==> src/rtl/grade_vector_tx_if.sv <==
// Beat stream from the vector table to the fetch side and result checker.
interface grade_vector_tx_if #(
  parameter int DATA_W = 32,
  parameter int ADDR_W = 5
);
  logic              tx_valid;
  logic              tx_ready;
  logic [DATA_W-1:0] tx_instr;
  logic [DATA_W-1:0] tx_expect;
  logic [ADDR_W-1:0] tx_seq;

  modport master (
    output tx_valid,
    output tx_instr,
    output tx_expect,
    output tx_seq,
    input  tx_ready
  );

  modport slave (
    input  tx_valid,
    input  tx_instr,
    input  tx_expect,
    input  tx_seq,
    output tx_ready
  );
endinterface

==> src/rtl/grade_vector_tx.sv <==
// Host-loaded test vector table streamed out beat by beat over a valid/ready handshake.
module grade_vector_tx #(
  parameter int DATA_W = 32,
  parameter int DEPTH  = 32,
  parameter int ADDR_W = 5
) (
  input  logic                 clk,
  input  logic                 reset,
  input  logic                 load_en,
  input  logic [ADDR_W-1:0]    load_addr,
  input  logic [DATA_W-1:0]    load_instr,
  input  logic [DATA_W-1:0]    load_expect,
  input  logic [ADDR_W:0]      vec_count,
  input  logic                 start,
  input  logic                 abort,
  grade_vector_tx_if.master    tx,
  output logic                 busy,
  output logic                 done,
  output logic [ADDR_W:0]      beats_sent
);

  typedef enum logic [1:0] {IDLE, RUN, DONE} state_t;

  localparam logic [ADDR_W:0]   DEPTH_W = (ADDR_W+1)'(DEPTH);
  localparam logic [ADDR_W:0]   CNT_ONE = (ADDR_W+1)'(1);
  localparam logic [ADDR_W-1:0] SEQ_ONE = ADDR_W'(1);

  state_t            state_q, state_d;
  logic              valid_q, valid_d;
  logic              busy_q, busy_d;
  logic              done_q, done_d;
  logic [DATA_W-1:0] instr_q, instr_d;
  logic [DATA_W-1:0] expect_q, expect_d;
  logic [ADDR_W-1:0] seq_q, seq_d;
  logic [ADDR_W:0]   count_q, count_d;
  logic [ADDR_W:0]   sent_q, sent_d;

  logic [DATA_W-1:0] instr_mem  [DEPTH];
  logic [DATA_W-1:0] expect_mem [DEPTH];

  logic              handshake;
  logic              last_beat;
  logic [ADDR_W:0]   clamped_count;
  logic [ADDR_W-1:0] next_seq;
  logic [DATA_W-1:0] first_instr;
  logic [DATA_W-1:0] first_expect;

  assign handshake     = valid_q & tx.tx_ready;
  assign last_beat     = ({1'b0, seq_q} == (count_q - CNT_ONE));
  assign clamped_count = (vec_count > DEPTH_W) ? DEPTH_W : vec_count;
  assign next_seq      = seq_q + SEQ_ONE;

  // A write to entry 0 in the start cycle must be what beat 0 carries.
  assign first_instr  = (load_en && load_addr == '0) ? load_instr  : instr_mem[0];
  assign first_expect = (load_en && load_addr == '0) ? load_expect : expect_mem[0];

  always_ff @(posedge clk) begin
    if (state_q == IDLE && load_en) begin
      instr_mem[load_addr]  <= load_instr;
      expect_mem[load_addr] <= load_expect;
    end
  end

  always_ff @(posedge clk or negedge reset) begin
    if (!reset) begin
      state_q  <= IDLE;
      valid_q  <= 1'b0;
      busy_q   <= 1'b0;
      done_q   <= 1'b0;
      instr_q  <= '0;
      expect_q <= '0;
      seq_q    <= '0;
      count_q  <= '0;
      sent_q   <= '0;
    end else begin
      state_q  <= state_d;
      valid_q  <= valid_d;
      busy_q   <= busy_d;
      done_q   <= done_d;
      instr_q  <= instr_d;
      expect_q <= expect_d;
      seq_q    <= seq_d;
      count_q  <= count_d;
      sent_q   <= sent_d;
    end
  end

  always_comb begin
    state_d  = state_q;
    valid_d  = valid_q;
    busy_d   = busy_q;
    done_d   = 1'b0;
    instr_d  = instr_q;
    expect_d = expect_q;
    seq_d    = seq_q;
    count_d  = count_q;
    sent_d   = sent_q;

    case (state_q)
      IDLE: begin
        if (start) begin
          sent_d = '0;
          if (clamped_count == '0) begin
            state_d = DONE;
            done_d  = 1'b1;
          end else begin
            state_d  = RUN;
            count_d  = clamped_count;
            valid_d  = 1'b1;
            busy_d   = 1'b1;
            seq_d    = '0;
            instr_d  = first_instr;
            expect_d = first_expect;
          end
        end
      end
      RUN: begin
        // A beat accepted in the abort cycle still counts.
        if (handshake) begin
          sent_d = sent_q + CNT_ONE;
        end
        if (abort) begin
          state_d = IDLE;
          valid_d = 1'b0;
          busy_d  = 1'b0;
        end else if (handshake) begin
          if (last_beat) begin
            state_d = DONE;
            valid_d = 1'b0;
            busy_d  = 1'b0;
            done_d  = 1'b1;
          end else begin
            seq_d    = next_seq;
            instr_d  = instr_mem[next_seq];
            expect_d = expect_mem[next_seq];
          end
        end
      end
      DONE: begin
        state_d = IDLE;
      end
      default: begin
        state_d = IDLE;
        valid_d = 1'b0;
        busy_d  = 1'b0;
      end
    endcase
  end

  assign tx.tx_valid  = valid_q;
  assign tx.tx_instr  = instr_q;
  assign tx.tx_expect = expect_q;
  assign tx.tx_seq    = seq_q;
  assign busy         = busy_q;
  assign done         = done_q;
  assign beats_sent   = sent_q;

endmodule

==> src/flat_wrapper.sv <==
// flat-port wrapper written by rule: the top's interface ports become plain ports
module grade_vector_tx_flat 
#(
  parameter int DATA_W = 32,
  parameter int DEPTH  = 32,
  parameter int ADDR_W = 5
)
  (clk, reset, load_en, load_addr, load_instr, load_expect, vec_count, start, abort, busy, done, beats_sent, tx_tx_valid, tx_tx_instr, tx_tx_expect, tx_tx_seq, tx_tx_ready);
  grade_vector_tx_if #(.DATA_W(DATA_W), .ADDR_W(ADDR_W)) tx_i ();
  input  logic clk;
  input  logic reset;
  input  logic load_en;
  input  logic [ADDR_W-1:0] load_addr;
  input  logic [DATA_W-1:0] load_instr;
  input  logic [DATA_W-1:0] load_expect;
  input  logic [ADDR_W:0] vec_count;
  input  logic start;
  input  logic abort;
  output logic busy;
  output logic done;
  output logic [ADDR_W:0] beats_sent;
  output wire logic [$bits(tx_i.tx_valid)-1:0] tx_tx_valid;
  output wire logic [$bits(tx_i.tx_instr)-1:0] tx_tx_instr;
  output wire logic [$bits(tx_i.tx_expect)-1:0] tx_tx_expect;
  output wire logic [$bits(tx_i.tx_seq)-1:0] tx_tx_seq;
  input wire logic [$bits(tx_i.tx_ready)-1:0] tx_tx_ready;
  assign tx_tx_valid = tx_i.tx_valid;
  assign tx_tx_instr = tx_i.tx_instr;
  assign tx_tx_expect = tx_i.tx_expect;
  assign tx_tx_seq = tx_i.tx_seq;
  assign tx_i.tx_ready = tx_tx_ready;
  grade_vector_tx #(.DATA_W(DATA_W), .DEPTH(DEPTH), .ADDR_W(ADDR_W)) u_core (.clk(clk), .reset(reset), .load_en(load_en), .load_addr(load_addr), .load_instr(load_instr), .load_expect(load_expect), .vec_count(vec_count), .start(start), .abort(abort), .tx(tx_i), .busy(busy), .done(done), .beats_sent(beats_sent));
endmodule
==> config.mk <==
export PLATFORM = sky130hd
export DESIGN_NAME = grade_vector_tx_flat
export DESIGN_NICKNAME = d
export VERILOG_FILES = /design/src/rtl/grade_vector_tx_if.sv /design/src/rtl/grade_vector_tx.sv /design/src/flat_wrapper.sv
export SDC_FILE = /design/constraint.sdc
export NUM_CORES = 2
export LEC_CHECK = 0
export BUFFER_PORTS_ARGS = -buffer_cell sky130_fd_sc_hd__buf_2
export CAP_MARGIN = 30
export CORE_MARGIN = 5
export CORE_UTILIZATION = 35
export DETAILED_ROUTE_END_ITERATION = 12
export HOLD_SLACK_MARGIN = 0.12
export PLACE_DENSITY = 0.48
export SLEW_MARGIN = 20
export SYNTH_ARGS = -nofsm -noshare
export SYNTH_HDL_FRONTEND = slang
export SYNTH_SLANG_ARGS = --single-unit
==> constraint.sdc <==
create_clock -name clk -period 4.6 [get_ports clk]
set_input_delay 0.23 -clock clk [delete_from_list [all_inputs] [get_ports clk]]
set_output_delay 0.23 -clock clk [all_outputs]
set_load 0.1 [all_outputs]
==> results by group <==
Outcome
  – Status: finished clean

Floorplan
  – CORE AREA: 235000 sq um
  – DIE HEIGHT: 495 microns
  – Boundary Pins: 159
  – FP Rows: 178
  – Starting Density: 35.1%
  – Die width: 495 microns
  – Die area: between 200000 and 250000 sq um

Logic synthesis
  – Synth area leaders: edfxtp_1 75%, mux4_2 14%, dfrtp_1 2.6%, nand2_1 1.9%, mux2i_1 1.6%
  – Netlist Area Pre-Place: 82400 sq um
  – Cells after Synth: 3997
  – Unique masters post-synth: 51
  – Leading area contributor after synthesis: edfxtp_1
  – Sequential-to-total area share from yosys stat: 77.2%
  – Async set-or-reset flop fraction in the synthesized netlist: around 4%
  – Post-synthesis sequential element count: 2133
  – Ys flop type: edfxtp_1
  – Mean post-synth cell area: 20.6 sq um
  – Post-synth EDFFs: slightly above 2000
  – Syn_nets: roughly 4000
  – Share of the synthesized area in the top cell type: 74.7%
  – Syn. warnings: 0

Timing
  – Final WS setup: 1.04 ns
  – Fin crit period: between 3 and 4 ns
  – Max Clock Skew: 0.0331 ns
  – Period utilization: 77.4%
  – Peak Freq: 0.281 GHz
  – Fin. max-slew vios: 0
  – Slew headroom: 28.5%
  – Setup-failing EPs final: 0
  – Worst-Margin Slew: 1.06 ns
  – Setup TNS Final: 0 ns
  – Final hold violations: 0
  – Unrepaired setup endpoints after global routing: false

Final layout
  – Area growth syn-to-layout: 16.9%
  – Most frequent cells in the layout: 2048 x edfxtp_1, 512 x mux4_2, 408 x nand2_1
  – Area of the multi-input gates: between 15000 and 20000 sq um
  – Share of layout cells above drive strength 1: around a quarter
  – Nets: between 4000 and 5000
  – Most common cell after layout, fill and taps aside: edfxtp_1
  – Number of fill cells: 20800
  – Register Area: 63600 sq um

CTS
  – Post-CTS Resized: 0
  – H-tree depth: 4
  – CTS clock-pin slew for the worst setup and hold paths: 0.06 ns
  – Num CTS Buffers: 221
  – Clock latency on the worst-skew pair: 0.85 ns
  – Clk buf depth: 3
  – Clk sinks: 2133
  – CTS tree: yes
  – Root Driver: clkbuf_16
  – Post-CTS Setup Bufs: 0

Worst setup path
  – Critical path's top delay family: buffers and inverters
  – R2r setup slk: 1.04 ns
  – Worst path bufs/invs: 3
  – CP arrival: roughly 4.3 ns
  – Total stage count of the critical path: 10
  – Crit path max fanout: 41
  – Critical Path Sink Type: flip-flop
  – WP data required: 5.34 ns
  – FF-to-FF path depth: 10
  – Slowest stage cell, crit path: buf_4
  – Crit-path max cell delay: about 0.75 ns
  – Critical path type: flip-flop to flip-flop
  – CP cell instances: inv_1 > ha_1 > or3b_1 > a211oi_2 > nand4_2 > o311ai_4 > buf_4 > buf_4 > o21ai_0 > o21ai_0
  – Startpoint Class: flip-flop

Detailed routing
  – Remaining DRCs: 0
  – Vias per inst: 5.39
  – TritonRoute pass-1 iters: 5
  – Final WL: 240000 microns
  – Routed len/inst: just over 30 microns
  – Vias: about 42000
  – Routed Antenna Nets: 0
  – Initial DRC Count: 3684

GRT
  – First-pass GRT wire length: 337000 microns
  – Initial antenna violation count: 21
  – GRT Overall Usage: 19.4%
  – Remaining Overflow, GRT: 0
  – Largest net degree at the start of global routing: 99
  – Number of global-route vias before repair: roughly 43000

Power
  – Worst vdd ir: ~750 uV
  – PwrDens: around 570 nW/um^2
  – Pleak: 30.4 nW

Placed design
  – HPWL Detailed: between 100000 and 150000 microns
  – Dpl ws: 1.07 ns
  – Placer Congestion: 0.741
  – Port buffer count: 158

Job
  – MaxCap Viol Count: 0

Min path
  – Hold Path Depth: 4
  – Hold/Removal Path Class: input pin to flip-flop
==> cells in the mapped netlist, drive strengths merged, types with 44 or more instances <==
library cell / number
a21oi: 196
nor4: 67
nand2: 408
clkbuf: 125
edfxtp: 2048
dfrtp: 85
o21ai: 138
mux2i: 128
mux4: 512
nor2: 44
buf: 105
o22ai: 64
==> worst reg2reg max path, stage by stage, from the launching register on <==
cell,delay [ns]
dfrtp_1,0.41
inv_1,0.07
ha_1,0.21
or3b_1,0.37
a211oi_2,0.25
nand4_2,0.17
o311ai_4,0.33
buf_4,0.51
buf_4,0.77
o21ai_0,0.25
o21ai_0,0.11
==> final timing paths <==
check                                              start                                   to
min                                         load_addr[0]    u_core.instr_mem[5][23]$_DFFE_PP_
max in group asynchronous                          reset      u_core.tx.tx_seq[0]$_DFFE_PN0P_
min reg2reg                u_core.count_q[1]$_DFFE_PN0P_        u_core.count_q[1]$_DFFE_PN0P_
min in group asynchronous                          reset  u_core.tx.tx_expect[23]$_DFFE_PN0P_
max reg2reg                u_core.count_q[0]$_DFFE_PN0P_  u_core.tx.tx_expect[13]$_DFFE_PN0P_
max                        u_core.count_q[0]$_DFFE_PN0P_  u_core.tx.tx_expect[13]$_DFFE_PN0P_
==> layout make-up <==
type	count	share of cell area, %
Tap cell	3150	4.09
Clock buffer	319	6.42
Clock inverter	99	1.05
Sequential cell	2133	66.1
Multi-Input combinational cell	1631	18.8
Timing Repair Buffer	384	3.59
Antenna cell	7	0.0182
Inverter	3	0.0117
==> repair_timing <==
item	in CTS	in global routing
endpoints found under the hold margin	2155	0
hold buffers	89	0
endpoints found under the setup margin	0	0
==> per-layer routing <==
layer	vias to the layer above	global-route usage (%)	wire length, microns
met5	-	0	44
met4	8	5.15	6480
met3	353	2.87	11700
met2	1205	33.1	121000
met1	22800	26.1	101000
li1	17300	-	-
==> kinds of logic after synthesis <==
kind of cell    count (synthesis)  synth area share [%]
compound gates                409                  2.80
fa+ha+maj                       3                0.0456
buf+inv                       233                  1.25
simple gates                  564                  2.95
flops                        2133                  77.2
xor+xnor                       15                 0.159
mux                           640                  15.6
==> registers in the layout, summed over array words and instances (netlist names) <==
signal / flops
u_core.beats_sent: 6
u_core.tx.tx_seq: 5
u_core.done: 1
u_core.state_q: 2
u_core.instr_mem: 1024
u_core.busy: 1
u_core.tx.tx_expect: 32
u_core.count_q: 6
u_core.tx.tx_instr: 32
u_core.expect_mem: 1024
==> power breakdown <==
part	internal, mW	total (mW)	switching, mW
registers	21.7	22.2	0.503
logic	5.73	15.3	9.56
clock network	10.1	17.7	7.62
total	37.5	55.2	17.7
==> stage by stage <==
step / cells / total power [mW] / utilization, % / instance area (sq um) / hold slack, ns
global route: 7721 / 57.5 / 41.0 / 96300 / 0.148
global placement: 7209 / 38.1 / 37.5 / 88100 / 0.165
floorplan: 3997 / 33.4 / - / 82400 / -0.0656
finish: 7726 / 55.2 / 41.0 / 96300 / 0.204
CTS: 7718 / 55.9 / 41.0 / 96300 / 0.126
detailed placement: 7211 / 38.1 / 37.6 / 88200 / 0.164
(Power assumes the default switching activity.)
